$ cat src/rtl/core_pkg.sv
// Shared pipeline types for the hazard/forwarding slice: forward selects,
// write-back selectors, RV32I major opcodes and the load-use stall FSM states.
package core_pkg;

    typedef enum logic [1:0] {
        ORIGINAL_SELECT   = 2'd0,
        EX_RESULT_SELECT  = 2'd1,
        MEM_RESULT_SELECT = 2'd2
    } forward_mux_code;

    typedef enum logic [1:0] {
        NO_WRITEBACK  = 2'd0,
        ALU_WRITEBACK = 2'd1,
        MEM_WRITEBACK = 2'd2,
        PC4_WRITEBACK = 2'd3
    } write_back_mux_selector;

    typedef enum logic [0:0] {
        IDLE  = 1'b0,
        STALL = 1'b1
    } hazard_state_e;

    localparam logic [6:0] OPCODE_LUI    = 7'b0110111;
    localparam logic [6:0] OPCODE_AUIPC  = 7'b0010111;
    localparam logic [6:0] OPCODE_JAL    = 7'b1101111;
    localparam logic [6:0] OPCODE_JALR   = 7'b1100111;
    localparam logic [6:0] OPCODE_BRANCH = 7'b1100011;
    localparam logic [6:0] OPCODE_LOAD   = 7'b0000011;
    localparam logic [6:0] OPCODE_STORE  = 7'b0100011;
    localparam logic [6:0] OPCODE_OPIMM  = 7'b0010011;
    localparam logic [6:0] OPCODE_OP     = 7'b0110011;

    // Bit 0 = rs1 read, bit 1 = rs2 read by the decoding instruction.
    function automatic logic [1:0] operand_use(input logic [6:0] opcode);
        logic [1:0] used;
        used = 2'b00;
        case (opcode)
            OPCODE_OP, OPCODE_BRANCH, OPCODE_STORE: used = 2'b11;
            OPCODE_OPIMM, OPCODE_LOAD, OPCODE_JALR:  used = 2'b01;
            default:                                 used = 2'b00;
        endcase
        return used;
    endfunction

endpackage

$ cat src/rtl/hazard_fwd_unit_sel.sv
// Priority forward select for one source operand: the younger EX/MEM result
// wins over MEM/WB; x0 is never forwarded.
module fwd_operand_sel
    import core_pkg::*;
#(
    parameter int RA_W       = 5,
    parameter int MEM_FWD_EN = 1
) (
    input  logic [RA_W-1:0]        rs,
    input  logic                   used,
    input  logic [RA_W-1:0]        ex_mem_dest,
    input  write_back_mux_selector ex_mem_wb_mux,
    input  logic [RA_W-1:0]        mem_wb_dest,
    input  write_back_mux_selector mem_wb_wb_mux,
    output forward_mux_code        sel
);

    logic ex_hit;
    logic mem_hit;

    assign ex_hit  = (rs == ex_mem_dest) && (ex_mem_wb_mux != NO_WRITEBACK) && (ex_mem_dest != '0);
    assign mem_hit = (rs == mem_wb_dest) && (mem_wb_wb_mux != NO_WRITEBACK) && (mem_wb_dest != '0)
                     && (MEM_FWD_EN != 0);

    // NOTE: sel gets a default before the branches so no path leaves it unassigned (no latch).
    always_comb begin
        sel = ORIGINAL_SELECT;
        if (used) begin
            if (ex_hit)       sel = EX_RESULT_SELECT;
            else if (mem_hit) sel = MEM_RESULT_SELECT;
        end
    end

endmodule

$ cat src/rtl/hazard_fwd_unit.sv
// Operand forwarding selects plus load-use stall control for a 5-stage pipeline;
// a load-use hazard stalls decode for LOAD_STALL_CYCLES cycles and is counted.
module hazard_fwd_unit
    import core_pkg::*;
#(
    parameter int NUM_REGS          = 32,
    parameter int LOAD_STALL_CYCLES = 1,
    parameter int MEM_FWD_EN        = 1,
    localparam int RA_W             = $clog2(NUM_REGS)
) (
    input  logic                   clk,
    input  logic                   reset,
    input  logic [6:0]             id_opcode_ip,
    input  logic [RA_W-1:0]        id_rs1_ip,
    input  logic [RA_W-1:0]        id_rs2_ip,
    input  logic [6:0]             id_ex_opcode_ip,
    input  logic [RA_W-1:0]        id_ex_dest_ip,
    input  logic [RA_W-1:0]        EX_MEM_dest_ip,
    input  logic [RA_W-1:0]        MEM_WB_dest_ip,
    input  write_back_mux_selector EX_MEM_wb_mux_ip,
    input  write_back_mux_selector MEM_WB_wb_mux_ip,
    input  logic                   flush_ip,
    output forward_mux_code        fa_mux_op,
    output forward_mux_code        fb_mux_op,
    output logic                   stall_op,
    output logic                   bubble_op,
    output logic [15:0]            hazard_cnt_op
);

    localparam int CNT_W = 3;

    hazard_state_e    state;
    logic [CNT_W-1:0] remain;
    logic [1:0]       rs_used;
    logic             load_use;
    logic             hazard;

    assign rs_used = operand_use(id_opcode_ip);

    // Selects are forced to ORIGINAL_SELECT while reset is held.
    fwd_operand_sel #(.RA_W(RA_W), .MEM_FWD_EN(MEM_FWD_EN)) u_sel_a (
        .rs            (id_rs1_ip),
        .used          (rs_used[0] && !reset),
        .ex_mem_dest   (EX_MEM_dest_ip),
        .ex_mem_wb_mux (EX_MEM_wb_mux_ip),
        .mem_wb_dest   (MEM_WB_dest_ip),
        .mem_wb_wb_mux (MEM_WB_wb_mux_ip),
        .sel           (fa_mux_op)
    );

    fwd_operand_sel #(.RA_W(RA_W), .MEM_FWD_EN(MEM_FWD_EN)) u_sel_b (
        .rs            (id_rs2_ip),
        .used          (rs_used[1] && !reset),
        .ex_mem_dest   (EX_MEM_dest_ip),
        .ex_mem_wb_mux (EX_MEM_wb_mux_ip),
        .mem_wb_dest   (MEM_WB_dest_ip),
        .mem_wb_wb_mux (MEM_WB_wb_mux_ip),
        .sel           (fb_mux_op)
    );

    assign load_use = (id_ex_opcode_ip == OPCODE_LOAD) && (id_ex_dest_ip != '0)
                      && ((rs_used[0] && (id_rs1_ip == id_ex_dest_ip))
                       || (rs_used[1] && (id_rs2_ip == id_ex_dest_ip)));

    // New hazards are only recognised from IDLE; flush squashes everything.
    assign hazard    = (state == IDLE) && load_use;
    assign stall_op  = !reset && !flush_ip && ((state == STALL) || hazard);
    assign bubble_op = stall_op;

    // NOTE: all state here updates with <= so every register samples pre-edge values.
    always_ff @(posedge clk) begin
        if (reset) begin
            state         <= IDLE;
            remain        <= '0;
            hazard_cnt_op <= '0;
        end else if (flush_ip) begin
            state  <= IDLE;
            remain <= '0;
        end else if (state == IDLE) begin
            if (hazard) begin
                if (hazard_cnt_op != 16'hFFFF) hazard_cnt_op <= hazard_cnt_op + 16'd1;
                if (LOAD_STALL_CYCLES > 1) begin
                    state  <= STALL;
                    remain <= CNT_W'(LOAD_STALL_CYCLES - 1);
                end
            end
        end else begin
            if (remain <= CNT_W'(1)) begin
                state  <= IDLE;
                remain <= '0;
            end else begin
                remain <= remain - CNT_W'(1);
            end
        end
    end

endmodule

$ cat config.mk
export PLATFORM = sky130hd
export DESIGN_NAME = hazard_fwd_unit
export DESIGN_NICKNAME = d
export VERILOG_FILES = /design/src/rtl/core_pkg.sv /design/src/rtl/hazard_fwd_unit_sel.sv /design/src/rtl/hazard_fwd_unit.sv
export SDC_FILE = /design/constraint.sdc
export NUM_CORES = 1
export LEC_CHECK = 0
export ABC_AREA = 1
export CORE_MARGIN = 1
export CORE_UTILIZATION = 39
export DETAILED_ROUTE_END_ITERATION = 6
export PLACE_DENSITY = 0.72
export SYNTH_ARGS = -nofsm -noshare
export SYNTH_HDL_FRONTEND = slang
export SYNTH_SLANG_ARGS = --single-unit
$ cat constraint.sdc
create_clock -name clk -period 2.44 [get_ports clk]
set_clock_uncertainty 0.15 [all_clocks]
set_input_delay 0.488 -clock clk [delete_from_list [all_inputs] [get_ports clk]]
set_output_delay 0.488 -clock clk [all_outputs]
set_load 0.02 [all_outputs]
---- Word level (Yosys, flattened, before mapping) ----
Cells that the tools add are included.
word-level totals
  flip-flop bits (word level) ............. 20
  input bits .............................. 46
  output and inout port bits .............. 22
  logic and storage cells ................. 62
cells by class
  add/subtract/negate cells ............... 2
  $lt $le $gt $ge ......................... 1
  equality and inequality tests ........... 14
  multiplexer cells ....................... 9
  bitwise gates (word level) .............. 2
  reductions and logical operators ........ 31
operators by type and width
  operator               number
  $eq 5x5->1             6
  $logic_and 1x1->1      17
  $add 16x1->16 const B  1
  $ne 16x16->1 const B   1
  $reduce_bool 5->1      3
  $eq 7x2->1 const B     2
  $eq 7x6->1 const B     2
  $eq 7x7->1 const B     2
  $mux 2                 6
  $reduce_or 3->1        3
  $eq 7x5->1 const B     1
  $pmux 2 s2             1
  $reduce_and 4->1       1
  $reduce_bool 2->1      2
  $le 3x1->1 const B     1
  $mux 3                 1
  $sub 3x1->3 const B    1
  $logic_not 1->1        2
  $logic_or 1x1->1       2
  $not 1->1              2
  $reduce_or 2->1        1
  $mux 1                 1

---- Longest topological paths before layout ----
Gate-level depths: netlist of run 1.
  depth in word-level cells ............... 9
  mapped depth ............................ 11
  depth with buffers taken out ............ 10

---- Hierarchy ----
From an unflattened synthesis of run 1, not the netlist that was laid out.
unflattened totals
  cells, all modules ...................... 380
  area, all modules ....................... 2064.5 um^2
modules (own cells, without submodules)
  module           instances  cells each  area an instance (um^2)  sequential area each (um^2)
  hazard_fwd_unit  1          264         1539.0                   400.4
  fwd_operand_sel  2          58          262.8                    0.0

---- Least setup slack after synthesis of run 1 ----
OpenSTA, ideal clock, no wires.
  path kind ............................... input port to output port
  start point ............................. input port id_opcode_ip[3]
  end point ............................... output port stall_op
  data arrival time ....................... 1.907 ns
  data required time ...................... 1.802 ns
  path slack .............................. -0.105 ns
  stages on the path ...................... 11
  path buffers ............................ 2
  path through ............................ inv_1 > nand2_1 > nor2_1 > nand2_1 > nor2_1 > nand2_1 > nand2_2 > buf_2 > nand2_1 > a21oi_1 > buf_4
on the way
  word-level cells in the longest chain between the ends .. 9
  elaborated cells between the ends (all ways) .. 16
  classes of those cells .................. eq/ne (6); mux (1); reduce/logical (9)
ends and longest elaborated chain
  element                               RTL line                                      RTL
  start: declaration                    hazard_fwd_unit.sv:13                         input logic [6:0] id_opcode_ip,
  $eq 7x5->1 (tied with other cells)    core_pkg.sv:37                                case (opcode)
  $reduce_or 3->1                       core_pkg.sv:37
  $pmux 2 s2 *                          core_pkg.sv:37
  $logic_and 1x1->1 (on tied branches)  hazard_fwd_unit.sv:62, hazard_fwd_unit.sv:63
  $logic_or 1x1->1 *                    hazard_fwd_unit.sv:63                         || (rs_used[1] && (id_rs2_ip == id_ex_dest_ip)));
  $logic_and 1x1->1 *                   hazard_fwd_unit.sv:62                         && ((rs_used[0] && (id_rs1_ip == id_ex_dest_ip))
  $logic_and 1x1->1 *                   hazard_fwd_unit.sv:66                         assign hazard = (state == IDLE) && load_use;
  $logic_or 1x1->1 *                    hazard_fwd_unit.sv:67                         assign stall_op = !reset && !flush_ip && ((state == STALL) || hazard);
  $logic_and 1x1->1 *                   hazard_fwd_unit.sv:67
  end: declaration                      hazard_fwd_unit.sv:25                         output logic stall_op,
Mark *: on every way between the ends. The rest lies on a longest branch, timed or not.

---- Worst setup path in the final report of run 1 ----
  start point ............................. input port MEM_WB_wb_mux_ip[1]
  end point ............................... output port fa_mux_op[1]
on the way
  word-level cells in the longest chain between the ends .. 6
ends and longest elaborated chain
  element                         RTL line                   RTL
  start: declaration              hazard_fwd_unit.sv:21      input write_back_mux_selector MEM_WB_wb_mux_ip,
  $reduce_bool 2->1               hazard_fwd_unit_sel.sv:22  assign mem_hit = (rs == mem_wb_dest) && (mem_wb_wb_mux != NO_WRITEBACK) && (mem_wb_dest != '0)
  $logic_and 1x1->1 (2 in a row)  hazard_fwd_unit_sel.sv:22
  $mux 2                          hazard_fwd_unit_sel.sv:30  else if (mem_hit) sel = MEM_RESULT_SELECT;
  $mux 2                          hazard_fwd_unit_sel.sv:29  if (ex_hit) sel = EX_RESULT_SELECT;
  $mux 2                          hazard_fwd_unit_sel.sv:28  if (used) begin
  end: declaration                hazard_fwd_unit.sv:23      output forward_mux_code fa_mux_op,
No other way between the ends.

==> flow_metrics.py, run 1 <==
metrics = {
    "run_status": {
        "status": "completed",
    },
    "synthesis": {
        "ys_types": 29,
        "syn_inst": 304,
        "yosysSeqAreaShare_pct": 21.9,
        "synth_area_per_cell_sq_um": 6.01,
        "synth_nets": 353,
        "synth_warnings": 0,
        "synth_area_sq_um": 1830,
        "ys_ff_latch": 20,
    },
    "sta": {
        "hold_ws_ps": 360,
        "min_period_ps": 2370,
        "fmax_ghz": 0.422,
        "fin_crit_sh_pct": 97.0,
        "hold_violations": 0,
        "worst_pin_slew_ps": 266,
        "fin_setup_tns_ps": 0,
        "maxSlewViolCount": 0,
        "finalSetupViolations": 0,
        "slew_headroom_pct": 82.3,
    },
    "flow_run": {
        "maxCapViolCount": 0,
    },
    "grt": {
        "grt-ovfl-total": 0,
        "grt_max_degree": 18,
        "grt_pass1_vias": 2024,
        "grt_usage_pct": 20.9,
        "antenna_found_initial": 0,
        "grt_pass1_wl_um": 8560,
    },
    "power_and_ir_drop": {
        "netSwitchingFraction_pct": 24.3,
        "peakVddDrop_v": 0.000213,
        "p_clk_share_pct": 38.9,
        "pwr-share-comb_pct": 22.8,
        "internal-power_w": 0.000645,
        "power_density_nw_per_um2": 305,
        "leakage_nw": 1.26,
        "seq_power_share_pct": 38.3,
        "p_sw_w": 0.000207,
    },
    "floorplan": {
        "die_y_um": 70.4,
        "start_util_pct": 41.4,
        "die_area_sq_um": 4960,
        "die_x_um": 70.4,
        "pin_count": 68,
        "core_sq_um": 4410,
        "num_rows": 24,
    },
    "finish": {
        "fin_nets": 438,
        "antenna_cells": 0,
        "fillers": 428,
        "drive_gt1_share_pct": 15.2,
        "syn_to_final_growth_pct": 52.8,
        "post-route-util_pct": 63.2,
        "fin_area_sq_um": 2790,
        "final_cells": 440,
    },
    "hold_path": {
        "worstHoldPathType": "reg -> reg",
    },
    "clock_tree": {
        "clock_latency_ps": 260,
        "cts_tree": "built",
        "cts_buffer_depth": 2,
        "cts_hold_buf": 0,
        "cts_root_buf": "clkbuf_8",
        "clkSinkCount": 20,
        "post_cts_buffers": 0,
        "clk_pin_slew_ps": 70,
        "h-tree-depth": 1,
        "numCtsBuffers": 3,
    },
    "routing": {
        "vias_per_cell": 4.96,
        "avgRoutedWirePerCell_um": 11.8,
        "drc": 0,
        "vias": 2183,
        "first_pass_iters": 4,
        "drtIter0Drc": 137,
        "wl_um": 5170,
        "antenna_left": 0,
    },
    "worst_setup_path": {
        "critPathSlowestCell": "clkdlybuf4s50_1",
        "path_cells": "clkdlybuf4s50_1 > or2_2 > buf_4 > nand2_1 > nor2_1 > nand2_1 > nor2_2 > buf_4",
        "critPathRequiredTime_ps": 1800,
        "slowest_delay_ps": 430,
        "cp.arrival_ps": 1730,
        "cp-start-kind": "input pin",
        "endpoint_kind": "output port",
        "worst-path-max-fanout": 2,
        "path_class": "in -> out",
    },
    "placed_design": {
        "place_inst": 436,
        "globalplace.congestion": 0.836,
        "hpwl_um": 4070,
        "portBuffers": 67,
        "placed_cell_area_sq_um": 2680,
    },
}
## cells by family (layout without fill, tap and decap cells)
kind of cell | count (synthesis) | after routing | synth area share (%)
AND/OR/NAND/NOR | 183 | 183 | 44.8
adder cells (fa/ha/maj) | 3 | 3 | 2.06
buffers and inverters | 44 | 128 | 9.86
flip-flops | 20 | 20 | 21.9
AO/OA/AOI/OAI | 27 | 27 | 8.43
XOR/XNOR | 27 | 27 | 12.9
## state kept, by name (all words and copies together) (netlist names)
| signal | count |
|---|---|
| hazard_cnt_op | 16 |
| remain | 3 |
| state | 1 |
## routing by layer
metal	wire (um)	GRT usage [%]	part of all wire (%)
met2	2570	37.2	50
met1	2260	25.3	44
met5	0	0	0
met3	293	4.18	5.7
met4	46	5.56	0.89
## cell usage in the layout, fill, tap and decap left out, types with 5 or more instances in the layout
cell type,instances
buf_4,25
nand3_1,14
xnor2_1,11
clkdlybuf4s50_1,20
dlymetal6s2s_1,12
a21oi_2,5
dfxtp_1,20
nor2_1,37
nand4_1,24
inv_1,33
dlygate4sd2_1,29
nand2_1,84
xor2_1,15
a21oi_1,15
## worst max-delay path, delay by kind of cell
kind	cells	cell delay (ps)
buf+inv	3	710
simple gates	5	530
## Yosys cell counts, drive strengths merged
master,instances,area [sq um]
nand2,88,335
nor2,42,168
inv,37,139
nand4,24,150
a21oi,20,111
dfxtp,20,400
nand3,17,97.6
xor2,15,131
xnor2,12,105
nor3,8,40.0
buf,5,33.8
o21ai,4,20.0
ha,3,37.5
clkbuf,2,7.51
a21boi,1,7.51
nand3b,1,7.51
nor3b,1,7.51
o22ai,1,6.26
o32ai,1,8.76
or2,1,6.26
or3,1,6.26
## worst paths after layout
check / startpoint / endpoint / slack, ps / depth (start not counted)
max reg2reg: hazard_cnt_op[0] / hazard_cnt_op[12] / 510 / 9
max: MEM_WB_wb_mux_ip[1] / fa_mux_op[1] / 70 / 8
min reg2reg: remain[0] / remain[0] / 360 / 1
min: remain[0] / remain[0] / 360 / 1
## power groups by stage
stage / clock (W) / sequential, W / combinational [W]
finish: 0.000332 / 0.000326 / 0.000194
global route: 0.000359 / 0.000326 / 0.000214
CTS: 0.000341 / 0.000326 / 0.000193
detailed placement: 0 / 0.000334 / 0.000202
global placement: 0 / 0.000334 / 0.000201
floorplan: 0 / 0.000334 / 0.0000765
## timing repair
item / in CTS / in global routing
pin swaps: 14 / 13
endpoints found under the hold margin: 0 / 0
endpoints found under the setup margin: 6 / 6
resized for setup: 72 / 19
## cell type report
type | instances | area, sq um | share of cell area [%]
timing repair buffer | 87 | 803 | 28.8
inverter | 37 | 139 | 4.98
clock buffer | 3 | 41.3 | 1.48
tap | 52 | 65.1 | 2.33
sequential | 20 | 400 | 14.3
multi-input combinational | 240 | 1310 | 47.0
clock inverter | 1 | 30.0 | 1.08
## per-stage QoR
stage                     total power (W)  setup WS [ps]
after floorplan                  0.000410           25.6
after global placement           0.000535           -579
after detailed placement         0.000536           -595
after CTS                        0.000860           3.16
after global routing             0.000899          -2.29
final                            0.000852           72.5
Note: power is estimated with default switching activity, not from simulation.
==> inputs of run 2 (changes only) <==
--- a/config.mk
+++ b/config.mk
@@ -6,7 +6,6 @@
 export NUM_CORES = 1
 export LEC_CHECK = 0
 export ABC_AREA = 1
-export CORE_MARGIN = 1
 export CORE_UTILIZATION = 39
 export DETAILED_ROUTE_END_ITERATION = 6
 export PLACE_DENSITY = 0.72
==> results of run 2 <==
Final layout, timing and power as in run 1 (identical DEF).
==> inputs of run 3 (changes only) <==
==> constraint.sdc (replaced) <==
create_clock -name clk -period 2.44 [get_ports clk]
set_clock_uncertainty 0.15 [all_clocks]
set_input_delay 0.488 -clock clk [delete_from_list [all_inputs] [get_ports clk]]
set_output_delay 0.488 -clock clk [all_outputs]
set_load 0.05 [all_outputs]
==> run 3 against run 2 <==
Combinational power is 3% lower. Critical path depth decreased by 1. Clock-buffer cell count did not move. Clock power about the same. Sequential share of layout area shrank 0.28 points. Maximum frequency decreased by 0.98%. Setup slack worse by 23 ps. Critical path type unchanged. Largest power group unchanged. Highest routed layer unchanged.
==> flow_metrics.py, run 3 (synthesis gave the netlist of run 1 again) <==
metrics = {
    "run_status": {
        "status": "completed",
    },
    "finish": {
        "final_cell_mix": "nand2_1 (82), nor2_1 (36), inv_1 (32)",
        "ff_latch_area_sq_um": 400,
        "final_common_cell": "nand2_1",
        "fillers": 417,
        "largest_reg_flops": 16,
        "fin_area_sq_um": 2850,
        "drive_gt1_share_pct": 15.9,
        "top_register": "hazard_cnt_op",
        "syn_to_final_growth_pct": 55.9,
        "top_regs": "hazard_cnt_op (16), remain (3), state (1)",
        "antenna_cells": 0,
        "post-route-util_pct": 64.5,
        "fin_nets": 440,
        "multi_input_area_sq_um": 1310,
    },
    "worst_setup_path": {
        "worst-path-max-fanout": 3,
        "rr_endpoint": "hazard_cnt_op[15]",
        "path_class": "in -> out",
        "r2r_cells": 9,
        "rrSetupSlack_ps": 540,
        "critPathRequiredTime_ps": 1800,
        "critical_path.startpoint": "MEM_WB_dest_ip[2]",
        "endpoint_kind": "output port",
        "r2r_start": "hazard_cnt_op[0]",
        "cp-start-kind": "input pin",
        "cp.arrival_ps": 1750,
    },
    "routing": {
        "first_pass_iters": 4,
        "drtIter0Drc": 94,
        "vias_per_cell": 5.04,
        "antenna_left": 0,
        "drc": 0,
        "avgRoutedWirePerCell_um": 11.7,
        "vias": 2229,
        "wl_um": 5180,
    },
    "power_and_ir_drop": {
        "internal-power_w": 0.000641,
        "p_clk_share_pct": 39.1,
        "total_power_w": 0.000846,
        "pwr-share-comb_pct": 22.4,
        "peakVddDrop_v": 0.000250,
        "power_density_nw_per_um2": 297,
        "leakage_nw": 1.21,
        "seq_power_share_pct": 38.6,
        "netSwitchingFraction_pct": 24.2,
        "p_sw_w": 0.000205,
    },
    "sta": {
        "min_period_ps": 2390,
        "slew_headroom_pct": 65.5,
        "finalSetupViolations": 0,
        "fmax_ghz": 0.418,
        "fin_setup_tns_ps": 0,
        "fin_crit_sh_pct": 98.0,
        "hold_violations": 0,
        "maxSlewViolCount": 0,
        "hold_ws_ps": 364,
        "worst_pin_slew_ps": 516,
    },
    "clock_tree": {
        "cts_root_buf": "clkbuf_8",
        "numCtsBuffers": 3,
        "clkSinkCount": 20,
        "clk_pin_slew_ps": 70,
        "h-tree-depth": 1,
        "cts_tree": "built",
        "clock_latency_ps": 260,
        "cts_buffer_depth": 2,
        "cts_hold_buf": 0,
    },
    "grt": {
        "grt_pass1_wl_um": 8870,
        "grt_pass1_vias": 2131,
        "grt_usage_pct": 21.6,
        "grt_max_degree": 18,
        "grt-ovfl-total": 0,
        "antenna_found_initial": 0,
    },
    "floorplan": {
        "die_x_um": 70.4,
        "die_y_um": 70.4,
        "pin_count": 68,
        "start_util_pct": 41.4,
        "num_rows": 24,
        "die_area_sq_um": 4960,
        "core_sq_um": 4410,
    },
    "hold_path": {
        "whs_endpoint": "remain[0]",
        "worstHoldPathType": "reg -> reg",
        "hold_start": "remain[0]",
        "holdPathStages": 1,
    },
    "placed_design": {
        "hpwl_um": 4200,
        "globalplace.congestion": 0.897,
        "placed_cell_area_sq_um": 2740,
        "portBuffers": 67,
    },
    "flow_run": {
        "maxCapViolCount": 0,
    },
}
run 3: changes by cell type in the layout (fill, tap and decap cells not counted), sizes merged:
cell and delta:
dlymetal6s2s -9, clkdlybuf4s15 +8, buf +2, clkbuf +1
run 3: through the flow:
stage	instances	setup WS (ps)
floorplan	304	-149
global placement	435	-173
detailed placement	435	-202
CTS	441	0.240
global route	442	-21.5
finish	442	49.1
run 3: area by class of cell:
class / instances / area share, %
Clock buffer: 3 / 1.45
Multi-Input combinational cell: 240 / 46.0
Sequential cell: 20 / 14.1
Inverter: 37 / 4.88
Clock inverter: 1 / 1.05
Tap cell: 52 / 2.28
Timing Repair Buffer: 89 / 30.3
run 3: repair_timing:
item                                    4_1_cts  5_1_grt
endpoints found under the setup margin        6        5
pin swaps                                    23       16
resized for setup                            50       20
buffers inserted                              2        1
run 3: worst max-delay path by stage:
stage / endpoint / slack [ps]
floorplan: fb_mux_op[0] / -150
global placement: fb_mux_op[0] / -170
detailed placement: fb_mux_op[0] / -200
CTS: bubble_op / 0.2
global route: fb_mux_op[1] / -20
finish: fb_mux_op[1] / 50
run 3: routing by layer:
metal | routed length [um] | vias to the layer above | GRT usage [%]
li1 | - | 1159 | -
met1 | 2240 | 1001 | 25.4
met2 | 2660 | 61 | 39.8
met3 | 229 | 8 | 3.90
met4 | 47 | 0 | 5.33
met5 | 0 | - | 0
run 3: power groups by stage:
| stage | clock network, W | registers, W | logic [W] |
|---|---|---|---|
| 2_1_floorplan | 0 | 0.000334 | 0.0000769 |
| 3_3_place_gp | 0 | 0.000334 | 0.000199 |
| 3_5_place_dp | 0 | 0.000334 | 0.000201 |
| 4_1_cts | 0.000340 | 0.000326 | 0.000184 |
| 5_1_grt | 0.000352 | 0.000326 | 0.000209 |
| 6_report | 0.000330 | 0.000326 | 0.000189 |
run 3: critical path, cell delays in order:
cell	delay, ps
dlygate4sd2_1	280
or3_1	390
nor3_2	230
nor3_1	70
nand3_1	90
nor2_2	60
buf_12	140
